### config.mk
export PLATFORM = sky130hd
export DESIGN_NAME = result_tx_scheduler_flat
export DESIGN_NICKNAME = d
export VERILOG_FILES = /design/src/rtl/result_tx_scheduler_if.sv /design/src/rtl/result_tx_scheduler.sv /design/src/flat_wrapper.sv
export SDC_FILE = /design/constraint.sdc
export NUM_CORES = 1
export LEC_CHECK = 0
export ABC_AREA = 0
export BUFFER_PORTS_ARGS = -buffer_cell sky130_fd_sc_hd__clkbuf_2
export CELL_PAD_IN_SITES_DETAIL_PLACEMENT = 2
export CELL_PAD_IN_SITES_GLOBAL_PLACEMENT = 2
export CORE_MARGIN = 4
export CORE_UTILIZATION = 37
export CTS_BUF_LIST = sky130_fd_sc_hd__clkbuf_2
export DETAILED_ROUTE_END_ITERATION = 10
export PLACE_DENSITY = 0.95
export SLEW_MARGIN = 5
export SYNTH_ARGS = -nofsm -noshare
export SYNTH_HDL_FRONTEND = slang
export SYNTH_SLANG_ARGS = --single-unit
### constraint.sdc
create_clock -name bclk -period 5.56 [get_ports bclk]
set_clock_uncertainty 0.05 [all_clocks]
set_input_delay 0.834 -clock bclk [delete_from_list [all_inputs] [get_ports bclk]]
set_output_delay 0.834 -clock bclk [all_outputs]
set_load 0.01 [all_outputs]
### src/rtl/result_tx_scheduler_if.sv
// result_tx_scheduler_if: bundles the job-request and UART handshake signals of
// result_tx_scheduler.
//   load        host -> scheduler   start-of-job request
//   result      host -> scheduler   NUM_BYTES*BYTE_W result vector
//   byte_count  host -> scheduler   number of bytes requested
//   tx_busy     UART -> scheduler   transmitter busy
//   tx_start    scheduler -> UART   one-cycle send request
//   tx_data     scheduler -> UART   byte to send
//   busy        scheduler -> host   job in progress
//   done        scheduler -> host   one-cycle end-of-job pulse
// Modport slave is the scheduler; modport master is the host/UART side.
interface result_tx_scheduler_if #(
  parameter int unsigned NUM_BYTES = 18,
  parameter int unsigned BYTE_W    = 8
);
  logic                        load;
  logic [NUM_BYTES*BYTE_W-1:0] result;
  logic [7:0]                  byte_count;
  logic                        tx_busy;
  logic                        tx_start;
  logic [BYTE_W-1:0]           tx_data;
  logic                        busy;
  logic                        done;

  modport master (
    output load, result, byte_count, tx_busy,
    input  tx_start, tx_data, busy, done
  );

  modport slave (
    input  load, result, byte_count, tx_busy,
    output tx_start, tx_data, busy, done
  );
endinterface

### src/rtl/result_tx_scheduler.sv
// result_tx_scheduler: streams the first n = min(byte_count, NUM_BYTES) bytes of a
// captured result vector to a UART transmitter, LSB byte first, one byte per
// tx_start / tx_busy handshake.
// Ports:
//   bclk  clock
//   rst   synchronous active-high reset (wins over load and tx_busy)
//   bus   result_tx_scheduler_if.slave (load, result, byte_count, tx_busy in;
//         tx_start, tx_data, busy, done out)
// Optional feature: define RESULT_TX_HEADER_EN to send a header byte equal to n
// ahead of data byte 0 (with n = 0 only the header goes out).
// All outputs are registered.
module result_tx_scheduler #(
  parameter int unsigned NUM_BYTES = 18,
  parameter int unsigned BYTE_W    = 8
) (
  input logic                  bclk,
  input logic                  rst,
  result_tx_scheduler_if.slave bus
);

  localparam int unsigned VecW     = NUM_BYTES * BYTE_W;
  localparam logic [7:0]  MaxBytes = 8'(NUM_BYTES);

  typedef enum logic [2:0] {
    StIdle,
    StIssue,
    StWaitAck,
    StWaitDone,
    StFinish
  } state_e;

  state_e            state_q;
  logic [VecW-1:0]   shadow_q;   // shifted right one byte per sent byte
  logic [7:0]        n_q;
  logic [7:0]        index_q;
  logic              tx_start_q;
  logic [BYTE_W-1:0] tx_data_q;
  logic              busy_q;
  logic              done_q;
`ifdef RESULT_TX_HEADER_EN
  logic              hdr_q;      // header byte still to be sent
`endif

  logic [7:0]        n_load;
  logic [BYTE_W-1:0] issue_byte;

  assign n_load = (bus.byte_count > MaxBytes) ? MaxBytes : bus.byte_count;

`ifdef RESULT_TX_HEADER_EN
  assign issue_byte = hdr_q ? BYTE_W'(n_q) : shadow_q[BYTE_W-1:0];
`else
  assign issue_byte = shadow_q[BYTE_W-1:0];
`endif

  always_ff @(posedge bclk) begin
    if (rst) begin
      state_q    <= StIdle;
      shadow_q   <= '0;
      n_q        <= '0;
      index_q    <= '0;
      tx_start_q <= 1'b0;
      tx_data_q  <= '0;
      busy_q     <= 1'b0;
      done_q     <= 1'b0;
`ifdef RESULT_TX_HEADER_EN
      hdr_q      <= 1'b0;
`endif
    end else begin
      tx_start_q <= 1'b0;
      done_q     <= 1'b0;
      case (state_q)
        StIdle: begin
          // done_q is still high in the first IDLE cycle; a load there is dropped.
          if (bus.load && !done_q) begin
            shadow_q <= bus.result;
            n_q      <= n_load;
            index_q  <= '0;
            busy_q   <= 1'b1;
`ifdef RESULT_TX_HEADER_EN
            hdr_q    <= 1'b1;
            state_q  <= StIssue;
`else
            state_q  <= (n_load == 8'd0) ? StFinish : StIssue;
`endif
          end
        end
        StIssue: begin
          if (!bus.tx_busy) begin
            tx_start_q <= 1'b1;
            tx_data_q  <= issue_byte;
            state_q    <= StWaitAck;
          end
        end
        StWaitAck: begin
          if (bus.tx_busy) state_q <= StWaitDone;
        end
        StWaitDone: begin
          if (!bus.tx_busy) begin
`ifdef RESULT_TX_HEADER_EN
            if (hdr_q) begin
              hdr_q   <= 1'b0;
              state_q <= (n_q == 8'd0) ? StFinish : StIssue;
            end else
`endif
            begin
              index_q  <= index_q + 8'd1;
              shadow_q <= shadow_q >> BYTE_W;
              state_q  <= (index_q + 8'd1 == n_q) ? StFinish : StIssue;
            end
          end
        end
        StFinish: begin
          done_q  <= 1'b1;
          busy_q  <= 1'b0;
          state_q <= StIdle;
        end
        default: state_q <= StIdle;
      endcase
    end
  end

  assign bus.tx_start = tx_start_q;
  assign bus.tx_data  = tx_data_q;
  assign bus.busy     = busy_q;
  assign bus.done     = done_q;

endmodule
### src/flat_wrapper.sv
// flat-port wrapper written by rule: the top's interface ports become plain ports
module result_tx_scheduler_flat 
#(
  parameter int unsigned NUM_BYTES = 18,
  parameter int unsigned BYTE_W    = 8
)
  (bclk, rst, bus_load, bus_result, bus_byte_count, bus_tx_busy, bus_tx_start, bus_tx_data, bus_busy, bus_done);
  result_tx_scheduler_if #(.NUM_BYTES(NUM_BYTES), .BYTE_W(BYTE_W)) bus_i ();
  input logic bclk;
  input logic rst;
  input wire logic [$bits(bus_i.load)-1:0] bus_load;
  input wire logic [$bits(bus_i.result)-1:0] bus_result;
  input wire logic [$bits(bus_i.byte_count)-1:0] bus_byte_count;
  input wire logic [$bits(bus_i.tx_busy)-1:0] bus_tx_busy;
  output wire logic [$bits(bus_i.tx_start)-1:0] bus_tx_start;
  output wire logic [$bits(bus_i.tx_data)-1:0] bus_tx_data;
  output wire logic [$bits(bus_i.busy)-1:0] bus_busy;
  output wire logic [$bits(bus_i.done)-1:0] bus_done;
  assign bus_i.load = bus_load;
  assign bus_i.result = bus_result;
  assign bus_i.byte_count = bus_byte_count;
  assign bus_i.tx_busy = bus_tx_busy;
  assign bus_tx_start = bus_i.tx_start;
  assign bus_tx_data = bus_i.tx_data;
  assign bus_busy = bus_i.busy;
  assign bus_done = bus_i.done;
  result_tx_scheduler #(.NUM_BYTES(NUM_BYTES), .BYTE_W(BYTE_W)) u_core (.bclk(bclk), .rst(rst), .bus(bus_i));
endmodule
Yosys cells after proc, flatten, opt, wreduce, memory -nomap -nowiden
Index checks and enable logic that the tools add are counted.

word-level totals
  flip-flop bits (word level) = 174
  word-level logic and storage cells = 51

cells by class
  add/subtract/negate cells = 1
  $lt $le $gt $ge = 1
  equality and inequality tests = 9
  mux-type cells = 18
  bitwise gates (word level) = 2
  reduce and logical (&&, ||, !) cells = 12

operator list
  operator                                                       number
  2-to-1 mux 144 bit                                             2
  case mux 144 bit (2 select lines)                              1
  2-to-1 mux 8 bit                                               3
  2-to-1 mux 3 bit                                               6
  case mux 8 bit (2 select lines)                                1
  case mux 3 bit (4 select lines)                                1
  adder 8 x 1 -> 8 bit, second input constant                    1
  == test 8 bit                                                  1
  greater-than comparator 8 x 5 -> 1 bit, second input constant  1
  logical NOT 8 bit                                              1
  == test 3 x 2 -> 1 bit, second input constant                  2
  inequality test 2 bit, second input constant                   3
  AND reduction 2 bit                                            3
  AND reduction 4 bit                                            1
  nonzero test 2 bit                                             2
  == test 3 x 1 -> 1 bit, second input constant                  1
  == test 3 bit, second input constant                           1
  logical NOT 3 bit                                              1
  2-to-1 mux 1 bit                                               3
  AND reduction 3 bit                                            1
  inequality test 2 x 1 -> 1 bit, second input constant          1
  NOT 1 bit                                                      2
  case mux 1 bit (2 select lines)                                1
  OR reduction 2 bit                                             1
  2 further kinds                                                2

Depth between registers and ports, before layout
  depth after elaboration = 6
  gate-level depth with buffers = 7

Least setup slack after synthesis
No wires, ideal clock.

  path kind = input -> register
  start point = input port bus_load
  end point = register u_core.shadow_q[139]
  data arrival time = 2.029 ns
  required time = 5.382 ns
  path slack = 3.353 ns
  cell stages on the path = 6
  buffers on the path = 1
  cell sequence = or3b_1 > or2_2 > clkbuf_1 > and3_1 > a21oi_1 > nor2_1

on the way
  longest elaborated chain between the ends = 3

ends and longest elaborated chain
  element                                   RTL line                    source
  start, declared                           flat_wrapper.sv:11          input wire logic [$bits(bus_i.load)-1:0] bus_load;
  logical AND 1 bit                         result_tx_scheduler.sv:74   if (bus.load && !done_q) begin
  inequality test 2 x 1 -> 1 bit (no line)  n/a
  AND reduction 3 bit (no line)             n/a
  end signal, assigned                      result_tx_scheduler.sv:75   shadow_q <= bus.result;
  end signal, assigned                      result_tx_scheduler.sv:107  shadow_q <= shadow_q >> BYTE_W;
  end, declared                             result_tx_scheduler.sv:33   logic [VecW-1:0] shadow_q;

Every way passes these cells.
A chain may end at the register's enable or synchronous reset.

Worst setup path in the final report
  start point = register u_core.state_q[1]
  end point = register u_core.index_q[2]

on the way
  longest elaborated chain between the ends = 3
  elaborated cells on any way between the ends = 7

ends and longest elaborated chain
  element                                                      RTL line                    source
  start, declared                                              result_tx_scheduler.sv:32   state_e state_q;
  start signal, assigned                                       result_tx_scheduler.sv:57   state_q <= StIdle;
  start signal, assigned                                       result_tx_scheduler.sv:83   state_q <= (n_load == 8'd0) ? StFinish : StIssue;
  start signal, assigned                                       result_tx_scheduler.sv:91   state_q <= StWaitAck;
  == test 3 x 2 -> 1 bit or logical NOT 3 bit (tied branches)  result_tx_scheduler.sv:71   case (state_q)
  inequality test 2 bit (no line) (tied with other cells)      n/a
  AND reduction 3 bit (no line)                                n/a
  end signal, assigned                                         result_tx_scheduler.sv:106  index_q <= index_q + 8'd1;
  end, declared                                                result_tx_scheduler.sv:35   logic [7:0] index_q;

Several ways; a longest one is shown, not always the timed one.

==> out/results.ini <==
[run]
cap_violations=0

[synthesis]
yosysTopAreaCellShare=0.4556
synth_fa_ha_area_frac=0.001637
synthesis.area_um2=7645
ys.flop_type=dfxtp_1
synth_xor_area_frac=0.01146
synth_top_family_by_area=multiplexers
synthArstFlopShare=0
netlist-cell-type-count=46
ys_ff_latch=174
synthTopCellsByArea=dfxtp_1, mux2i_1, a211oi_1
synth-edff-count=0
synth_top_cell_by_area=dfxtp_1
yosys.area_share.simple=0.1342
synth.most_common_cell=dfxtp_1
synth_fp_nets=976
syn_avg_cell_area_um2=9.334
yosysWarnings=0
seq_area_frac_synth=0.4556
synth_common_cells=dfxtp_1, nor2_1, a211oi_1
synth-compound-area-share=0.1750
syn_inst=819
synthMuxAreaShare=0.1781

[clocking]
root_buffer=clkbuf_2
cts_made_buffers=17
htreeDepth=4
cts_sinks=174
cts_tree=built
insertion_delay_ns=0.76
clk_path_buf_depth=2
post_cts_buffers=0
ctsResizeCount=0
path_clk_slew_ns=0.27
hold_buffers=0

[status]
status=finished, final reports clean

[drt]
ant_nets=0
first_pass_iters=4
viasPerCell=5.371
wire_per_inst_um=19.75
drcViolationCount=0
drtIter0Drc=414
wl_mm=24.08
vias=6547

[pwr]
p_comb_frac=0.192
switchingPower_uw=862.4
p_total_uw=2664
ir_drop_mv=0.1168
power.internal_uw=1801
leakage_uw=0.004375
swShare=0.3238
pwr-share-seq=0.556
power_density_nw_per_um2=303.2
pwr-share-clk=0.252

[die]
dieWidth_um=151.7
fp.dieArea_um2=23030
die_y_um=151.7
io_pins=167
start_util=0.3766
row_count=52
core_um2=20300

[setup_path]
crit_chain=nand4bb_1 > o21ai_4 > buf_4 > o21ai_0 > a21oi_1 > nor2_1
crit_slowest_cell=buf_4
cp-startpoint=u_core.state_q[1]
worstSetupStartpointType=register
crit_buf_inv=1
worstSetupPathType=register to register
reg2reg_from=u_core.state_q[1]
worst-endpoint-required_ns=6.11
crit_path_max_fanout=110
critical-path-top-delay-family=buffers and inverters
max_stage_delay_ns=0.84
end_kind=register
cp_data_arrival_time_ns=3.83

[timing]
slew_headroom=0.2296
slew_violations=0
fin_ws_ns=2.274
rsz0062_at_grt=no
hold_viol=0
fin_crit_sh=0.5910
setup_violations=0
period_minus_slack_ns=3.286
finalSetupTns_ns=0
fmaxAchievable_mhz=304.3
worst_pin_slew_ns=1.151

[min_path]
hp-start=bus_byte_count[1]
worstHoldPathType=input port to register

[cells_and_area]
final_core_util=0.4328
nets=1094
area_growth_pct=14.93
drive_gt1_frac=0.2226
fin_cells=1219

[placed_design]
gp_congestion=0.8047
place_ws_ns=1.912
dp.cells=1188
dpl.hpwl_mm=17.25
io_buffers=166

[global_route]
grt_pass1_vias=7125
grt_first_pass_wirelength_mm=37.54
grt_max_degree=168
grt_overflow=0
grt_usage=0.2098
antenna_found_initial=3

## flip-flops by register name (all words and copies together), names as in the netlist
name / cells
u_core.state_q: 3
u_core.bus.tx_start: 1
u_core.bus.done: 1
u_core.bus.tx_data: 8
u_core.shadow_q: 144
u_core.index_q: 8
u_core.bus.busy: 1
u_core.n_q: 8
## cells in the final DEF, fill, tap and decap left out, types with 2 or more instances in the layout
| cell | count |
|---|---|
| inv_6 | 2 |
| clkinvlp_4 | 5 |
| nor3b_1 | 3 |
| clkbuf_2 | 182 |
| nand2b_1 | 2 |
| nand2_1 | 26 |
| nor3_1 | 4 |
| nor2_1 | 168 |
| a21oi_1 | 23 |
| xor2_1 | 5 |
| bufinv_16 | 2 |
| buf_4 | 5 |
| clkinv_4 | 2 |
| dfxtp_1 | 174 |
| and3_1 | 9 |
| a22oi_1 | 4 |
| nor4_1 | 2 |
| a211oi_1 | 139 |
| or3_1 | 2 |
| a221oi_1 | 2 |
| o21ai_0 | 7 |
| nand3b_1 | 3 |
| a311oi_1 | 2 |
| xnor2_1 | 5 |
| or2_2 | 3 |
| mux2i_1 | 136 |
| nand3_1 | 5 |
## final cells by class
type / instances / area [µm²]
timing repair buffer: 172 / 894.6
clock inverter: 13 / 141.4
inverter: 1 / 3.754
clock buffer: 17 / 85.08
tap: 270 / 337.8
multi-input combinational: 571 / 3837
sequential: 174 / 3483
antenna: 1 / 2.502
fill: 2270 / 11510
## routing by layer
layer / routed length (µm) / GRT usage
met5: 24 / 0
met4: 383 / 0.06199
met3: 855 / 0.03778
met2: 12310 / 0.3767
met1: 10510 / 0.2558
## power groups by stage
stage | Sequential, µW | Combinational, µW | Clock [µW]
after detailed placement | 1510 | 514 | 0
after global placement | 1490 | 478 | 0
final | 1480 | 512 | 670
after global routing | 1500 | 575 | 760
after floorplan | 1470 | 364 | 0
after CTS | 1480 | 518 | 700
## worst min-delay path, cell delays in order
cell,delay (ns)
clkbuf_2,0.10
inv_1,0.06
a211oi_1,0.06
## metrics by stage
stage | hold WS (ns) | instance area [µm²]
finish | 0.2478 | 8786
global route | 0.1275 | 8786
CTS | 0.1485 | 8778
detailed placement | 0.4042 | 8552
global placement | 0.3905 | 8552
floorplan | 0.3823 | 7645
## cells by family after synthesis
family / Yosys count
mux: 136
simple gates: 238
buf+inv: 74
flops: 174
xor+xnor: 10
fa+ha+maj: 1
compound gates: 186
## final timing paths
check                           to  slack, ns  depth (start not counted)
max reg2reg      u_core.index_q[2]       2.27                          6
min reg2reg  u_core.bus.tx_data[2]       0.43                          2
min                  u_core.n_q[1]       0.25                          3
max              u_core.index_q[2]       2.27                          6
No activity file was read; power rests on OpenSTA's default activity.
